===== config.mk =====
export PLATFORM = sky130hd
export DESIGN_NAME = elevator_sched_flat
export DESIGN_NICKNAME = d
export VERILOG_FILES = /design/src/rtl/elevator_sched_if.sv /design/src/rtl/elevator_sched.sv /design/src/flat_wrapper.sv
export SDC_FILE = /design/constraint.sdc
export NUM_CORES = 1
export LEC_CHECK = 0
export ABC_AREA = 1
export CAP_MARGIN = 10
export CORE_AREA = 2 2 102 94
export DETAILED_ROUTE_END_ITERATION = 6
export DIE_AREA = 0 0 104 96
export GPL_TIMING_DRIVEN = 1
export PLACE_DENSITY = 0.57
export SKIP_CTS_REPAIR_TIMING = 1
export SLEW_MARGIN = 20
export SYNTH_ARGS = -nofsm -noshare
export SYNTH_HDL_FRONTEND = slang
export SYNTH_SLANG_ARGS = --single-unit

===== constraint.sdc =====
create_clock -name clk -period 7.1 [get_ports clk]
set_input_delay 1.42 -clock clk [delete_from_list [all_inputs] [get_ports clk]]
set_output_delay 1.42 -clock clk [all_outputs]
set_load 0.005 [all_outputs]

===== src/rtl/elevator_sched_if.sv =====
// ---------------------------------------------------------------------------
// elevator_sched_if
//   Request / status bundle of the four-floor elevator scheduler.
//   master : drives the call-button pulses and the step enable, sees status.
//   slave  : the scheduler itself.
//   Signals:
//     tick       step enable (one pulse per scheduler step)
//     car_req    car-button pulses, bit f = floor f (1..4)
//     up_req     hall up-call pulses, floors 1..3
//     dn_req     hall down-call pulses, floors 2..4
//     car_pend   latched car calls
//     up_pend    latched hall up calls
//     dn_pend    latched hall down calls
//     floor      current floor 1..4
//     dir        00 idle, 01 up, 10 down
//     door_open  high while the door is open
//     state      00 IDLE, 01 MOVE, 10 DOOR, 11 CLOSE
// ---------------------------------------------------------------------------
interface elevator_sched_if;
  logic       tick;
  logic [4:1] car_req;
  logic [3:1] up_req;
  logic [4:2] dn_req;
  logic [4:1] car_pend;
  logic [3:1] up_pend;
  logic [4:2] dn_pend;
  logic [2:0] floor;
  logic [1:0] dir;
  logic       door_open;
  logic [1:0] state;

  modport master (
    output tick, car_req, up_req, dn_req,
    input  car_pend, up_pend, dn_pend, floor, dir, door_open, state
  );

  modport slave (
    input  tick, car_req, up_req, dn_req,
    output car_pend, up_pend, dn_pend, floor, dir, door_open, state
  );
endinterface


===== src/rtl/elevator_sched.sv =====
// ---------------------------------------------------------------------------
// elevator_sched
//   Collective-control scheduler for a single car serving floors 1..4.
//   Calls are latched as they arrive; the car keeps going in its direction
//   while calls remain beyond it, stops for car calls and same-direction hall
//   calls, and reverses only when nothing is left ahead.
//   Ports:
//     clk   system clock, rising edge
//     clr   asynchronous reset, active low
//     bus   elevator_sched_if.slave (requests in, pend/floor/dir/state out)
//   Parameters:
//     DOOR_TICKS    ticks the door stays open (1..15)
//     TRAVEL_TICKS  ticks to travel one floor (1..15)
// ---------------------------------------------------------------------------
module elevator_sched #(
  parameter int DOOR_TICKS   = 3,
  parameter int TRAVEL_TICKS = 2
) (
  input logic             clk,
  input logic             clr,
  elevator_sched_if.slave bus
);

  typedef enum logic [1:0] {S_IDLE = 2'b00, S_MOVE = 2'b01, S_DOOR = 2'b10, S_CLOSE = 2'b11} state_e;
  typedef enum logic [1:0] {D_IDLE = 2'b00, D_UP = 2'b01, D_DN = 2'b10} dir_e;

  // Calls are held as full 4-floor vectors; up[4] and dn[1] are never set,
  // which keeps every floor comparison uniform.
  typedef struct packed {
    logic [4:1] car;
    logic [4:1] up;
    logic [4:1] dn;
  } calls_t;

  state_e     state_q, state_d;
  dir_e       dir_q, dir_d;
  dir_e       way;
  logic [2:0] floor_q, floor_d;
  logic       lastdir_q, lastdir_d;
  logic [3:0] travel_q, travel_d;
  logic [3:0] door_q, door_d;
  logic       door_open_q;
  calls_t     pend_q, req, svc;
  logic [4:1] any_call;

  function automatic logic [4:1] at_mask(input logic [2:0] f);
    logic [4:1] m;
    m = '0;
    for (int i = 1; i <= 4; i++) m[i] = (i == int'(f));
    return m;
  endfunction

  function automatic logic has_beyond(input logic [4:1] calls, input logic [2:0] f, input dir_e d);
    logic [4:1] m;
    m = '0;
    for (int i = 1; i <= 4; i++)
      m[i] = ((d == D_UP) && (i > int'(f))) || ((d == D_DN) && (i < int'(f)));
    return |(calls & m);
  endfunction

  function automatic dir_e flip(input dir_e d);
    return (d == D_UP) ? D_DN : D_UP;
  endfunction

  // Calls answered by an open door at floor f travelling in d. With nothing
  // left ahead the car may leave either way, so both hall calls are taken.
  function automatic calls_t service(input logic [4:1] calls, input logic [2:0] f, input dir_e d);
    calls_t     s;
    logic       all_hall;
    logic [4:1] here;
    here     = at_mask(f);
    all_hall = (d == D_IDLE) || !has_beyond(calls, f, d);
    s.car    = here;
    s.up     = ((d == D_UP) || all_hall) ? here : '0;
    s.dn     = ((d == D_DN) || all_hall) ? here : '0;
    return s;
  endfunction

  assign req      = {bus.car_req, 1'b0, bus.up_req, bus.dn_req, 1'b0};
  assign any_call = pend_q.car | pend_q.up | pend_q.dn;
  // Preferred travel direction: current one, or the last one when parked.
  assign way      = (dir_q != D_IDLE) ? dir_q : (lastdir_q ? D_UP : D_DN);

  // NOTE: every always_comb output gets a default first, so no path can
  // leave one unassigned and infer a latch.
  always_comb begin
    state_d   = state_q;
    dir_d     = dir_q;
    floor_d   = floor_q;
    lastdir_d = lastdir_q;
    travel_d  = travel_q;
    door_d    = door_q;
    svc       = '0;

    unique case (state_q)
      S_IDLE: begin
        if (bus.tick) begin
          if (|(any_call & at_mask(floor_q))) begin
            state_d = S_DOOR;
            door_d  = 4'(DOOR_TICKS);
            svc     = service(any_call, floor_q, D_IDLE);
          end else if (has_beyond(any_call, floor_q, way)) begin
            state_d   = S_MOVE;
            dir_d     = way;
            lastdir_d = (way == D_UP);
            travel_d  = '0;
          end else if (has_beyond(any_call, floor_q, flip(way))) begin
            state_d   = S_MOVE;
            dir_d     = flip(way);
            lastdir_d = (flip(way) == D_UP);
            travel_d  = '0;
          end
        end
      end

      S_MOVE: begin
        if (bus.tick) begin
          if (travel_q == 4'(TRAVEL_TICKS - 1)) begin
            travel_d = '0;
            floor_d  = (dir_q == D_UP) ? floor_q + 3'd1 : floor_q - 3'd1;
            // Stop decision is taken against the floor just reached.
            if (|(pend_q.car & at_mask(floor_d)) ||
                |(((dir_q == D_UP) ? pend_q.up : pend_q.dn) & at_mask(floor_d)) ||
                !has_beyond(any_call, floor_d, dir_q)) begin
              state_d = S_DOOR;
              door_d  = 4'(DOOR_TICKS);
              svc     = service(any_call, floor_d, dir_q);
            end
          end else begin
            travel_d = travel_q + 4'd1;
          end
        end
      end

      S_DOOR: begin
        // Calls at this floor stay answered while the door is open; pressing
        // one again keeps the door open for a full period.
        svc = service(any_call, floor_q, dir_q);
        if (|(req & svc)) begin
          door_d = 4'(DOOR_TICKS);
        end else if (bus.tick) begin
          if (door_q <= 4'd1) begin
            state_d = S_CLOSE;
            door_d  = '0;
          end else begin
            door_d = door_q - 4'd1;
          end
        end
      end

      S_CLOSE: begin
        if (has_beyond(any_call, floor_q, way)) begin
          state_d   = S_MOVE;
          dir_d     = way;
          lastdir_d = (way == D_UP);
          travel_d  = '0;
        end else if (has_beyond(any_call, floor_q, flip(way))) begin
          state_d   = S_MOVE;
          dir_d     = flip(way);
          lastdir_d = (flip(way) == D_UP);
          travel_d  = '0;
        end else begin
          state_d = S_IDLE;
          dir_d   = D_IDLE;
        end
      end

      default: state_d = S_IDLE;
    endcase
  end

  // NOTE: state registers use non-blocking assignments so every flop samples
  // the pre-edge values regardless of statement order.
  always_ff @(posedge clk or negedge clr) begin
    if (!clr) begin
      state_q     <= S_IDLE;
      dir_q       <= D_IDLE;
      floor_q     <= 3'd1;
      lastdir_q   <= 1'b1;
      travel_q    <= '0;
      door_q      <= '0;
      door_open_q <= 1'b0;
      pend_q      <= '0;
    end else begin
      state_q     <= state_d;
      dir_q       <= dir_d;
      floor_q     <= floor_d;
      lastdir_q   <= lastdir_d;
      travel_q    <= travel_d;
      door_q      <= door_d;
      door_open_q <= (state_d == S_DOOR);
      // Clear wins over a same-cycle set on the same bit.
      pend_q      <= (pend_q | req) & ~svc;
    end
  end

  assign bus.car_pend  = pend_q.car;
  assign bus.up_pend   = pend_q.up[3:1];
  assign bus.dn_pend   = pend_q.dn[4:2];
  assign bus.floor     = floor_q;
  assign bus.dir       = dir_q;
  assign bus.door_open = door_open_q;
  assign bus.state     = state_q;

endmodule


===== src/flat_wrapper.sv =====
// flat-port wrapper written by rule: the top's interface ports become plain ports
module elevator_sched_flat 
#(
  parameter int DOOR_TICKS   = 3,
  parameter int TRAVEL_TICKS = 2
)
  (clk, clr, bus_tick, bus_car_req, bus_up_req, bus_dn_req, bus_car_pend, bus_up_pend, bus_dn_pend, bus_floor, bus_dir, bus_door_open, bus_state);
  elevator_sched_if bus_i ();
  input logic clk;
  input logic clr;
  input wire logic [$bits(bus_i.tick)-1:0] bus_tick;
  input wire logic [$bits(bus_i.car_req)-1:0] bus_car_req;
  input wire logic [$bits(bus_i.up_req)-1:0] bus_up_req;
  input wire logic [$bits(bus_i.dn_req)-1:0] bus_dn_req;
  output wire logic [$bits(bus_i.car_pend)-1:0] bus_car_pend;
  output wire logic [$bits(bus_i.up_pend)-1:0] bus_up_pend;
  output wire logic [$bits(bus_i.dn_pend)-1:0] bus_dn_pend;
  output wire logic [$bits(bus_i.floor)-1:0] bus_floor;
  output wire logic [$bits(bus_i.dir)-1:0] bus_dir;
  output wire logic [$bits(bus_i.door_open)-1:0] bus_door_open;
  output wire logic [$bits(bus_i.state)-1:0] bus_state;
  assign bus_i.tick = bus_tick;
  assign bus_i.car_req = bus_car_req;
  assign bus_i.up_req = bus_up_req;
  assign bus_i.dn_req = bus_dn_req;
  assign bus_car_pend = bus_i.car_pend;
  assign bus_up_pend = bus_i.up_pend;
  assign bus_dn_pend = bus_i.dn_pend;
  assign bus_floor = bus_i.floor;
  assign bus_dir = bus_i.dir;
  assign bus_door_open = bus_i.door_open;
  assign bus_state = bus_i.state;
  elevator_sched #(.DOOR_TICKS(DOOR_TICKS), .TRAVEL_TICKS(TRAVEL_TICKS)) u_core (.clk(clk), .clr(clr), .bus(bus_i));
endmodule

==> metrics.yaml <==
place:
  port_buffers: 30
  place_congestion: 0.867
  placed_area_um2: 2980
  dp_worst_setup_slack_ns: 3.84
  dp_hpwl_mm: 5.67
die:
  die_w_um: 104
  rows: 33
  pin_count: 31
  die_h_um: 96
  die_area_um2: 9980
  start_util_pct: 29.6
  coreArea_um2: 8920
grt:
  top_usage_layer: "met2"
  grt_overflow: 0
  grt_pass1_vias: 2550
  grt_max_degree: 30
  track_usage_pct: 15.5
  antenna_found_initial: 0
  grt_pass1_wl_mm: 12.4
  grtUsageMet3_pct: 3.45
  use_met1_pct: 21.8
  met2_usage_pct: 24.1
timing:
  hold_viol_final: 0
  fin_ws_ns: 4.13
  fin_hold_ws_ns: 0.521
  skew_ns: 0.00843
  drv_slew: 0
  setup_tns_ns: 0
  finalSetupViolCount: 0
  fin_crit_sh_pct: 41.8
  fmax_mhz: 337
  period_minus_slack_ns: 2.97
  rsz0062_at_grt: "no"
  tightest_slew_ns: 0.508
  slew_headroom_pct: 65.8
synthesis:
  syn_inst: 406
  yosysTopAreaCell: "dfrtp_1"
  synth_area_um2: 2640
  synth_commonest_cells: "nand2_1 (125), inv_1 (56), nor2_1 (33), dfrtp_1 (27)"
  syn_avg_cell_area_um2: 6.50
  synth_most_common_cell: "nand2_1"
  synth_top_area_share_pct: 25.6
  yosys_most_used_dff: "dfrtp_1"
  async_reset_ff_share_pct: 100
  yosys_warnings: 0
  ys_top_cells_by_area: "dfrtp_1 (26%), nand2_1 (18%), inv_1 (8.0%)"
  ys_seq_area_share_pct: 27.6
  synth_edf_count: 0
  synth-seq-cells: 29
  syn_nets: 435
  synth_cell_types: 36
critical_path:
  ff2ff_setup_slack_ns: 4.26
  critPathRequiredTime_ns: 7.28
  regToRegEndpoint: "u_core.door_q[3]"
  path_max_fanout: 9
  ff2ff_path_depth: 16
  worstSetupStartpointType: "primary input"
  worst_r2r_startpoint: "u_core.bus.floor[0]"
  critPathKind: "primary input to flop"
  cp-startpoint: "bus_tick"
  critical_path.endpoint_type: "flop"
  worstSetupEndpoint: "u_core.bus.car_pend[4]"
  crit_arrival_ns: 3.15
pwr:
  total_leakage_power_nw: 1.56
  p_total_mw: 1.47
  vdd_drop_max_uv: 189
  power.density_nw_per_um2: 475
min_path:
  whs_path_depth: 2
  hold_path.class: "flop to flop"
routing:
  wirelength_mm: 7.20
  drtPass1Iterations: 5
  ant_nets: 0
  drtIter0Drc: 162
  routed_via_density: 4.87
  wire_per_inst_um: 13.0
  drc: 0
  vias: 2690
finish:
  n_fill_cell: 971
  drive_above_1_share_pct: 7.91
  fin_nets: 458
  final_area_um2: 3100
  diodes: 0
  syn2layout_area_growth_pct: 17.5
cts:
  clock_latency_ns: 0.29
  cts_tree: "built"
  numCtsBuffers: 5
  cts-root-buf: "clkbuf_8"
  clk_pin_slew_ns: 0.07
  cts_sinks: 29
  clk_path_buf_depth: 2
  htree_num_levels: 2
run:
  maxCapViolations: 0
status:
  status: "finished clean"
## power by group
| part | leakage, nW | total, mW | internal, mW | switching [mW] |
|---|---|---|---|---|
| Combinational | 1.17 | 0.975 | 0.341 | 0.634 |
| Clock | 0.0574 | 0.187 | 0.114 | 0.0727 |
| Sequential | 0.332 | 0.312 | 0.230 | 0.0819 |
## cell usage in the layout, fill, tap and decap left out, drive strengths merged
cell | netlist | layout
o221ai | 1 | 1
nand2 | 136 | 136
clkbuf | 0 | 6
xor2 | 5 | 5
nand3 | 25 | 25
o211ai | 5 | 5
a21oi | 19 | 19
bufinv | 0 | 1
nand4 | 8 | 8
o21ai | 27 | 27
a31oi | 3 | 3
o21bai | 1 | 1
a221oi | 1 | 1
clkinvlp | 0 | 1
a21boi | 2 | 2
nand3b | 1 | 1
o22ai | 4 | 4
dfrtp | 27 | 27
inv | 59 | 59
or2 | 1 | 1
nor3 | 4 | 4
dfstp | 2 | 2
clkinv | 2 | 2
a22oi | 2 | 2
nor2 | 38 | 38
ha | 16 | 16
clkdlybuf4s50 | 0 | 30
o31ai | 2 | 2
buf | 15 | 1
## cell type report
class	count	area [µm²]	area share (%)
clock buffers	6	82.6	2.66
repair buffers	31	308	9.92
flip-flops and latches	29	728	23.5
clock inverters	2	37.5	1.21
multi-input cells	301	1560	50.4
well taps	122	153	4.92
inverters	61	229	7.38
## stage by stage
stage / instances / util, %
floorplan: 406 / -
global placement: 544 / 33.4
detailed placement: 544 / 33.4
CTS: 552 / 34.8
global route: 552 / 34.8
finish: 552 / 34.8
## kinds of logic (layout without fill, tap and decap cells)
| group | after synthesis | in the layout | synth area share (%) |
|---|---|---|---|
| AOI/OAI and AO/OA | 67 | 67 | 14.9 |
| and+or+nand+nor | 213 | 213 | 35.1 |
| buffers and inverters | 76 | 100 | 13.2 |
| DFF | 29 | 29 | 27.6 |
| adders and majority gates | 16 | 16 | 7.58 |
| xor gates and xnor gates | 5 | 5 | 1.66 |
## registers in the layout, indices dropped and copies added, names as in the netlist
name,flops
u_core.travel_q,4
u_core.bus.floor,3
u_core.bus.up_pend,3
u_core.bus.dn_pend,3
u_core.lastdir_q,1
u_core.bus.dir,2
u_core.bus.car_pend,4
u_core.pend_q,2
u_core.bus.door_open,1
u_core.bus.state,2
u_core.door_q,4
## worst max-delay path, cell delays in order
cell	delay, ns
clkdlybuf4s50_1	0.53
inv_1	0.14
nor2_1	0.24
nand2_1	0.20
clkinv_1	0.20
nand3_1	0.13
a21oi_1	0.22
nor2_1	0.06
## routing by layer
metal | wire length [µm] | vias to the layer above
li1 | - | 1333
met3 | 466 | 6
met1 | 3550 | 1256
met5 | 0 | -
met2 | 3130 | 95
met4 | 51 | 0
## worst min path at each step
stage,to,startpoint,slack [ns]
finish,u_core.lastdir_q,u_core.lastdir_q,0.52
global route,u_core.lastdir_q,u_core.lastdir_q,0.57
CTS,u_core.lastdir_q,u_core.lastdir_q,0.52
detailed placement,u_core.lastdir_q,u_core.lastdir_q,0.51
global placement,u_core.door_q[1],u_core.door_q[1],0.50
floorplan,u_core.door_q[1],u_core.door_q[1],0.47
(Power assumes the default switching activity.)
